**src/rtl/mem_readback_streamer_pkg.sv**
```systemverilog
// Shared definitions for the config-memory readback streamer: sizing defaults,
// FSM state encoding and checksum seed.
package mem_readback_streamer_pkg;

  localparam int NUM_BYTES_DEFAULT = 102;
  localparam int ADDR_W_DEFAULT    = 8;

  localparam logic [7:0] CSUM_SEED = 8'h00;

  typedef enum logic [1:0] {
    ST_IDLE = 2'd0,
    ST_DATA = 2'd1,
    ST_CSUM = 2'd2
  } state_t;

endpackage

```
**src/rtl/mem_readback_streamer_mux.sv**
```systemverilog
// Combinational byte selector over the flat memory bus; out-of-range index
// yields 8'h00 so a stray pointer can never alias another byte.
module mem_byte_mux #(
  parameter int NUM_BYTES = 102,
  parameter int IDX_W     = 8
) (
  input  logic [NUM_BYTES*8-1:0] mem_flat,
  input  logic [IDX_W-1:0]       idx,
  output logic [7:0]             byte_out
);

  logic [7:0] mem_bytes [NUM_BYTES];

  genvar gi;
  generate
    for (gi = 0; gi < NUM_BYTES; gi++) begin : g_split
      assign mem_bytes[gi] = mem_flat[gi*8 +: 8];
    end
  endgenerate

  always_comb begin
    byte_out = 8'h00;
    for (int j = 0; j < NUM_BYTES; j++) begin
      if (int'(idx) == j) begin
        byte_out = mem_bytes[j];
      end
    end
  end

endmodule

```
**src/rtl/mem_readback_streamer.sv**
```systemverilog
// Streams a bounds-checked byte window of the config memory over valid/ready,
// followed by an XOR checksum byte flagged with out_last.
module mem_readback_streamer
  import mem_readback_streamer_pkg::*;
#(
  parameter int NUM_BYTES = NUM_BYTES_DEFAULT,
  parameter int ADDR_W    = ADDR_W_DEFAULT
) (
  input  logic                   clk,
  input  logic                   reset,
  input  logic                   start,
  input  logic [ADDR_W-1:0]      start_addr,
  input  logic [ADDR_W-1:0]      length,
  input  logic [NUM_BYTES*8-1:0] mem_flat,
  output logic                   busy,
  output logic [7:0]             out_data,
  output logic                   out_valid,
  input  logic                   out_ready,
  output logic                   out_last,
  output logic                   done,
  output logic                   err
);

  // Bound is evaluated one bit wider so start_addr+length cannot wrap.
  localparam logic [ADDR_W:0] LIMIT = (ADDR_W+1)'(NUM_BYTES);

  state_t            state_reg, state_next;
  logic [ADDR_W-1:0] ptr_reg, ptr_next;
  logic [ADDR_W-1:0] remaining_reg, remaining_next;
  logic [7:0]        csum_reg, csum_next;
  logic [7:0]        out_data_reg, out_data_next;
  logic              out_valid_reg, out_valid_next;
  logic              out_last_reg, out_last_next;
  logic              busy_reg, busy_next;
  logic              done_reg, done_next;
  logic              err_reg, err_next;

  logic [ADDR_W:0]   end_addr;
  logic              in_bounds;
  logic [ADDR_W-1:0] mux_idx;
  logic [7:0]        mux_byte;
  logic              hs;

  assign end_addr  = {1'b0, start_addr} + {1'b0, length};
  assign in_bounds = (end_addr <= LIMIT);
  assign mux_idx   = (state_reg == ST_IDLE) ? start_addr : ptr_reg;
  assign hs        = out_valid_reg & out_ready;

  mem_byte_mux #(
    .NUM_BYTES (NUM_BYTES),
    .IDX_W     (ADDR_W)
  ) u_mux (
    .mem_flat (mem_flat),
    .idx      (mux_idx),
    .byte_out (mux_byte)
  );

  always_ff @(posedge clk or posedge reset) begin
    if (reset) begin
      state_reg     <= ST_IDLE;
      ptr_reg       <= '0;
      remaining_reg <= '0;
      csum_reg      <= CSUM_SEED;
      out_data_reg  <= 8'h00;
      out_valid_reg <= 1'b0;
      out_last_reg  <= 1'b0;
      busy_reg      <= 1'b0;
      done_reg      <= 1'b0;
      err_reg       <= 1'b0;
    end else begin
      state_reg     <= state_next;
      ptr_reg       <= ptr_next;
      remaining_reg <= remaining_next;
      csum_reg      <= csum_next;
      out_data_reg  <= out_data_next;
      out_valid_reg <= out_valid_next;
      out_last_reg  <= out_last_next;
      busy_reg      <= busy_next;
      done_reg      <= done_next;
      err_reg       <= err_next;
    end
  end

  always_comb begin
    state_next     = state_reg;
    ptr_next       = ptr_reg;
    remaining_next = remaining_reg;
    csum_next      = csum_reg;
    out_data_next  = out_data_reg;
    out_valid_next = out_valid_reg;
    out_last_next  = out_last_reg;
    busy_next      = busy_reg;
    done_next      = 1'b0;
    err_next       = 1'b0;

    case (state_reg)
      ST_IDLE: begin
        if (start) begin
          if (!in_bounds) begin
            err_next = 1'b1;
          end else if (length == '0) begin
            done_next = 1'b1;
          end else begin
            out_data_next  = mux_byte;
            out_valid_next = 1'b1;
            out_last_next  = 1'b0;
            busy_next      = 1'b1;
            ptr_next       = start_addr + ADDR_W'(1);
            remaining_next = length - ADDR_W'(1);
            csum_next      = CSUM_SEED;
            state_next     = ST_DATA;
          end
        end
      end

      ST_DATA: begin
        if (hs) begin
          csum_next = csum_reg ^ out_data_reg;
          if (remaining_reg == '0) begin
            out_data_next = csum_reg ^ out_data_reg;
            out_last_next = 1'b1;
            state_next    = ST_CSUM;
          end else begin
            // Sampled live at load time, so late memory writes are streamed.
            out_data_next  = mux_byte;
            ptr_next       = ptr_reg + ADDR_W'(1);
            remaining_next = remaining_reg - ADDR_W'(1);
          end
        end
      end

      ST_CSUM: begin
        if (hs) begin
          out_valid_next = 1'b0;
          out_last_next  = 1'b0;
          busy_next      = 1'b0;
          done_next      = 1'b1;
          state_next     = ST_IDLE;
        end
      end

      default: state_next = ST_IDLE;
    endcase
  end

  assign busy      = busy_reg;
  assign out_data  = out_data_reg;
  assign out_valid = out_valid_reg;
  assign out_last  = out_last_reg;
  assign done      = done_reg;
  assign err       = err_reg;

endmodule

```
**config.mk**
```make
export PLATFORM = sky130hd
export DESIGN_NAME = mem_readback_streamer
export DESIGN_NICKNAME = d
export VERILOG_FILES = /design/src/rtl/mem_readback_streamer_pkg.sv /design/src/rtl/mem_readback_streamer_mux.sv /design/src/rtl/mem_readback_streamer.sv
export SDC_FILE = /design/constraint.sdc
export NUM_CORES = 1
export LEC_CHECK = 0
export BUFFER_PORTS_ARGS = -buffer_cell sky130_fd_sc_hd__buf_4
export CAP_MARGIN = 25
export CORE_AREA = 2 2 332 334
export CTS_CLUSTER_SIZE = 12
export DETAILED_ROUTE_END_ITERATION = 8
export DIE_AREA = 0 0 334 336
export GPL_TIMING_DRIVEN = 0
export PLACE_DENSITY = 0.31
export RECOVER_POWER = 25
export SLEW_MARGIN = 10
export SYNTH_ARGS = -nofsm -noshare
export SYNTH_HDL_FRONTEND = slang
export SYNTH_SLANG_ARGS = --single-unit
```
**constraint.sdc**
```tcl
create_clock -name clk -period 4.9 [get_ports clk]
set_input_delay 0.98 -clock clk [delete_from_list [all_inputs] [get_ports clk]]
set_output_delay 0.98 -clock clk [all_outputs]
set_load 0.01 [all_outputs]
```
== Yosys cells after proc, flatten, opt, wreduce, memory -nomap -nowiden ==
Cells that the tools add are included.
Storage, ports and cells
  bits in registers: 38
  logic and storage cells: 291
Operators by class
  add/sub/neg operators: 5
  order comparisons: 1
  eq/ne operators: 110
  mux-type cells: 152
  bitwise operators: 2
  reduce and logical (&&, ||, !) cells: 12
Operators by type and width (count)
  $mux 8: 122
  $eq 8x8->1 const B: 38
  $eq 8x7->1 const B: 32
  $eq 8x6->1 const B: 16
  $eq 8x5->1 const B: 8
  $pmux 8 s2: 4
  $eq 8x4->1 const B: 4
  $logic_not 8->1: 3
  $add 8x1->8 const B: 2
  $eq 8x3->1 const B: 2
  $mux 1: 16
  $sub 8x1->8 const B: 2
  $ne 2x2->1 const B: 7
  $mux 2: 6
  $reduce_and 6->1: 2
  $reduce_and 5->1: 2
  $add 8x8->9: 1
  $le 9x7->1 const B: 1
  $eq 8x2->1 const B: 1
  $xor 8x8->8: 1
  $reduce_and 7->1: 1
  $pmux 2 s3: 1
  $pmux 1 s2: 2
  $reduce_bool 2->1: 2
  6 further kinds: 6

== Logic depth before layout (Yosys ltp) ==
  word-level depth: 109
  mapped depth: 17
  depth with buffers taken out: 13

== Cells and area by module ==
Synthesis repeated with hierarchy kept, for this count alone.
Second synthesis, totals
  cell total of the unflattened synthesis: 1940
  area total of the unflattened synthesis: 13162.6 um^2
By module, submodules not included
  mem_byte_mux: times used 1, cells an instance 1568, area each 10067.2 um^2, seq. area each 0.0 um^2
  mem_readback_streamer: times used 1, cells an instance 372, area each 3095.5 um^2, seq. area each 950.9 um^2

== Least setup slack after synthesis ==
Ideal clock, no wire load.
  path type: in2reg
  start point: in start_addr[0]
  end point: reg ptr_reg[2]
  setup time: 104 ps
  arrival time: 3698 ps
  data required time: 4796 ps
  slack: 1099 ps
  cell stages on the path: 13
  path through: ha_1 fa_1 a21o_1 a21o_1 a21oi_1 o211a_1 o31ai_1 and4b_1 clkbuf_1 a31oi_1 clkbuf_1 a21oi_1 a221oi_1
On the way
  word-level cells in the longest chain between the ends: 5
  elaborated cells on any way between the ends: 9
  those cells by class: 2 x add/sub; 1 x order compare; 1 x eq/ne; 4 x mux; 1 x reduce/logical
RTL lines
  from (decl): RTL line mem_readback_streamer.sv:12  | input logic [ADDR_W-1:0] start_addr,
  branches (longest 5 deep; another with $add 8x8->9)
  to (signal assigned): RTL line mem_readback_streamer.sv:72  | ptr_reg <= ptr_next;
  to (decl): RTL line mem_readback_streamer.sv:28  | logic [ADDR_W-1:0] ptr_reg, ptr_next;
Several ways; the timed one is not identified. The select of a mux whose other input is x is not followed.
A chain may end at the register's enable or synchronous reset.

== Worst setup path after layout ==
  start point: in start_addr[3]
  end point: reg out_data_reg[5], in the netlist out_data[5]
On the way
  word-level cells in the longest chain between the ends: 108
  elaborated cells on any way between the ends: 215
  those cells by class: 1 x add/sub; 1 x order compare; 102 x eq/ne; 109 x mux; 2 x reduce/logical
RTL lines
  $mux 8: RTL line mem_readback_streamer.sv:46  | assign mux_idx = (state_reg == ST_IDLE) ? start_addr : ptr_reg;
  $logic_not 8->1: RTL line mem_readback_streamer_mux.sv:24  | if (int'(idx) == j) begin
  $mux 8 (102 in series): RTL line mem_readback_streamer_mux.sv:24
  $mux 8: RTL line mem_readback_streamer.sv:101  | end else if (length == '0) begin
  $mux 8: RTL line mem_readback_streamer.sv:99  | if (!in_bounds) begin
  $mux 8: RTL line mem_readback_streamer.sv:98  | if (start) begin
  $pmux 8 s2: RTL line mem_readback_streamer.sv:96  | case (state_reg)
  to (signal assigned): RTL line mem_readback_streamer.sv:75  | out_data_reg <= out_data_next;
  to (decl): RTL line mem_readback_streamer.sv:31  | logic [7:0] out_data_reg, out_data_next;
Parallel ways exist; a longest one is shown, timed or not. The select of a mux whose other input is x is not followed.

==> qor.txt <==
residual DRC count: 0
Final #Nets: 3,620
layout cell share with drive strength beyond 1: 0.4268
DRT Pass-1 Iters: 7
Ports: 849
final setup fails: 5
largest net degree at the start of global routing: 28
Net Count, Synth: 2,688
Reg2Reg Depth: 17
WHS Endpoint: csum_reg[1]
first-pass GRT wire length: 215,300 um
DR iter-0 viols: 2,510
Leakage: 8.884 nW
failing checks: capacitance limit, slew limit, setup timing
Final min period: 5.086 ns
Fmax achieved: 0.1966 GHz
Max clock buf depth: 2
CTS buffer count: 5
number of global-route vias before repair: 22,200
initial antenna violation count: 49
RSZ-0062 raised after global routing: true
Die Ht: 336 um
Max Transition Viols Final: 28
largest area contributor in the netlist: dfrtp_1
CTS clk-pin slew, worst paths: 0.06 ns
I/O Buffers: 848
Final Util: 0.1998
clk sink count: 38
Die Width: 334 um
Wirelength per Cell: 39.76 um
Die Area: 0.1122 mm2
Setup crit end kind: flip-flop
status: finished, violations left
kind of critical path: in -> reg
PD cells: 285.0 mW/mm2
WHS Path Cells: 2
GRT met2 Usage: 0.4687
Crit path arrival time: 5.24 ns
Worst R2R End: out_data[5]
num rows: 121
Slew HR: -0.1900
P&R area growth vs syn: 82.91%
CTS H-tree depth: 2
met1 Usage GRT: 0.3610
Yosys cell types: 92
Max VDD drop: 135.1 uV
Mapped Cells: 1,841
Min-Delay Path Class: reg -> reg
Antenna Violating Nets Remaining: 0
grt met3 use: 0.07347
commonest non-fill, non-tap cell in the layout: buf_4
commonest non-fill, non-tap cells in the layout: 926 x buf_4, 215 x nand2_1, 197 x nor2_1
Core ar.: 0.1084 mm2
CP Launch Type: input pin
Synth Flop Type: dfrtp_1
final setup skew: 0.008695 ns
endpoints failing hold: 0
fraction of registers with async set/reset: 1.000
Critical Path RT: 5.05 ns
R2R Path Start: state_reg[1]
GR peak layer: met2
max-cap viol count: 1
Worst Slack Setup Final: -0.1864 ns
Initial Util: 0.1092
HPWL after DPL: 144,800 um
# hold bufs at CTS: 0
Tightest Pin Transition: 1.785 ns
final period utilization: 1.038
Worst-Skew Late Latency: 0.30 ns
GR Util All Layers: 0.2835
Via density: 5.273
drt total wl: 167,600 um
min-delay src: csum_reg[1]
clock tree from TritonCTS: yes
Synth Cell Area: 0.01184 mm2
post-layout power: 0.006172 W
register area share after synthesis: 0.08032
post-synthesis area per instance: 6.431 um2
critical path peak fanout: 10
Synth top area share: 0.08032
flip-flop and latch count after synthesis: 38
top post-synthesis cells by area: dfrtp_1 8.0%, nand2_1 6.9%, nor2_1 6.9%, a21oi_1 6.3%, o21ai_0 6.0%
yosys warns: 0
number of enable flip-flop cells after synthesis: 0
grt ovf: 0
Via Count: 22,220
R2R setup slack: -0.13 ns
root buffer cell: clkbuf_16
GPL Wtd Cong: 0.9436
-- Yosys cell counts, types with 13 or more instances --
cell and number:
nand2_1 219, o211ai_1 35, nor4_1 45, nor3_1 84, nor4_2 25, mux2i_1 13, nand4_1 47, buf_2 44
a22oi_1 83, nor2_1 217, a211oi_1 28, a21oi_1 150, clkbuf_1 34, a22o_1 19, a31oi_1 25, o221ai_1 48
a221oi_1 74, nand3_1 77, inv_1 18, o22ai_1 94, nand2b_1 19, o21ai_0 141, dfrtp_1 38, a2111oi_0 14
-- where the power goes --
part	total [W]	switching, W	internal, W
sequential	0.000622	0.000178	0.000444
combinational	0.00509	0.00353	0.00156
clock	0.000458	0.000152	0.000306
-- per-stage QoR --
stage               cell area, um2    TNS, ns  hold slack [ns]  std cells  setup slack, ns
floorplan                    11840          0           0.4619       1841            1.099
global placement             19970     -18.75           0.5030       4103           -2.982
detailed placement           20530     -13.45           0.5022       4149           -1.801
CTS                          21350  -0.009123           0.5182       4171        -0.008765
global route                 21630    -0.2907           0.5415       4205          -0.2119
finish                       21650    -0.3601           0.5243       4214          -0.1864
-- metal layers --
metal	up-vias	wire [um]
li1	9425	-
met1	11240	69930
met2	1287	77360
met3	237	14500
met4	36	5533
met5	-	232
-- how the worst max path moves through the flow --
| stage | startpoint | end | slack (ns) | cells past startpoint |
|---|---|---|---|---|
| after floorplan | start_addr[0] | ptr_reg[2] | 1.10 | 13 |
| after global placement | start_addr[2] | out_data[4] | -2.98 | 15 |
| after detailed placement | start_addr[0] | out_data[7] | -1.80 | 14 |
| after CTS | start_addr[7] | out_data[3] | -0.009 | 14 |
| after global routing | state_reg[1] | out_data[5] | -0.21 | 17 |
| final | start_addr[3] | out_data[5] | -0.19 | 15 |
-- worst max-delay path: stages --
cell      delay [ns]
buf_4           0.16
or4_4           0.54
o31ai_2         0.10
buf_2           0.48
buf_2           0.50
nand4_1         0.38
o32a_1          0.27
o211a_1         0.17
o311ai_1        0.11
nand3_1         0.29
a211oi_4        0.49
a211oi_1        0.17
buf_4           0.22
o21ai_1         0.19
a41oi_1         0.15
-- final cells by class --
cell class	count	area, um2
repair buffers	925	6975
diodes	26	65.06
flip-flops and latches	38	950.9
fillers	12630	86740
clock buffers	6	138.9
clock inverters	2	60.06
inverters	18	67.56
multi-input cells	1680	10960
well taps	1414	1769
plain buffers	105	663.1
-- cell families after synthesis --
group | Yosys count | synth area share
compound gates | 843 | 0.4915
simple gates | 806 | 0.3471
buf+inv | 123 | 0.05126
flops | 38 | 0.08032
mux | 17 | 0.01532
fa+ha+maj | 11 | 0.01226
xor+xnor | 3 | 0.002220
-- what timing repair did --
| item | CTS | global route |
|---|---|---|
| setup endpoints to repair | 8 | 9 |
| pin swaps | 15 | 7 |
| buffers inserted | 14 | 15 |
| hold endpoints to repair | 0 | 0 |
| resized for setup | 141 | 35 |
No activity file was read; power rests on OpenSTA's default activity.
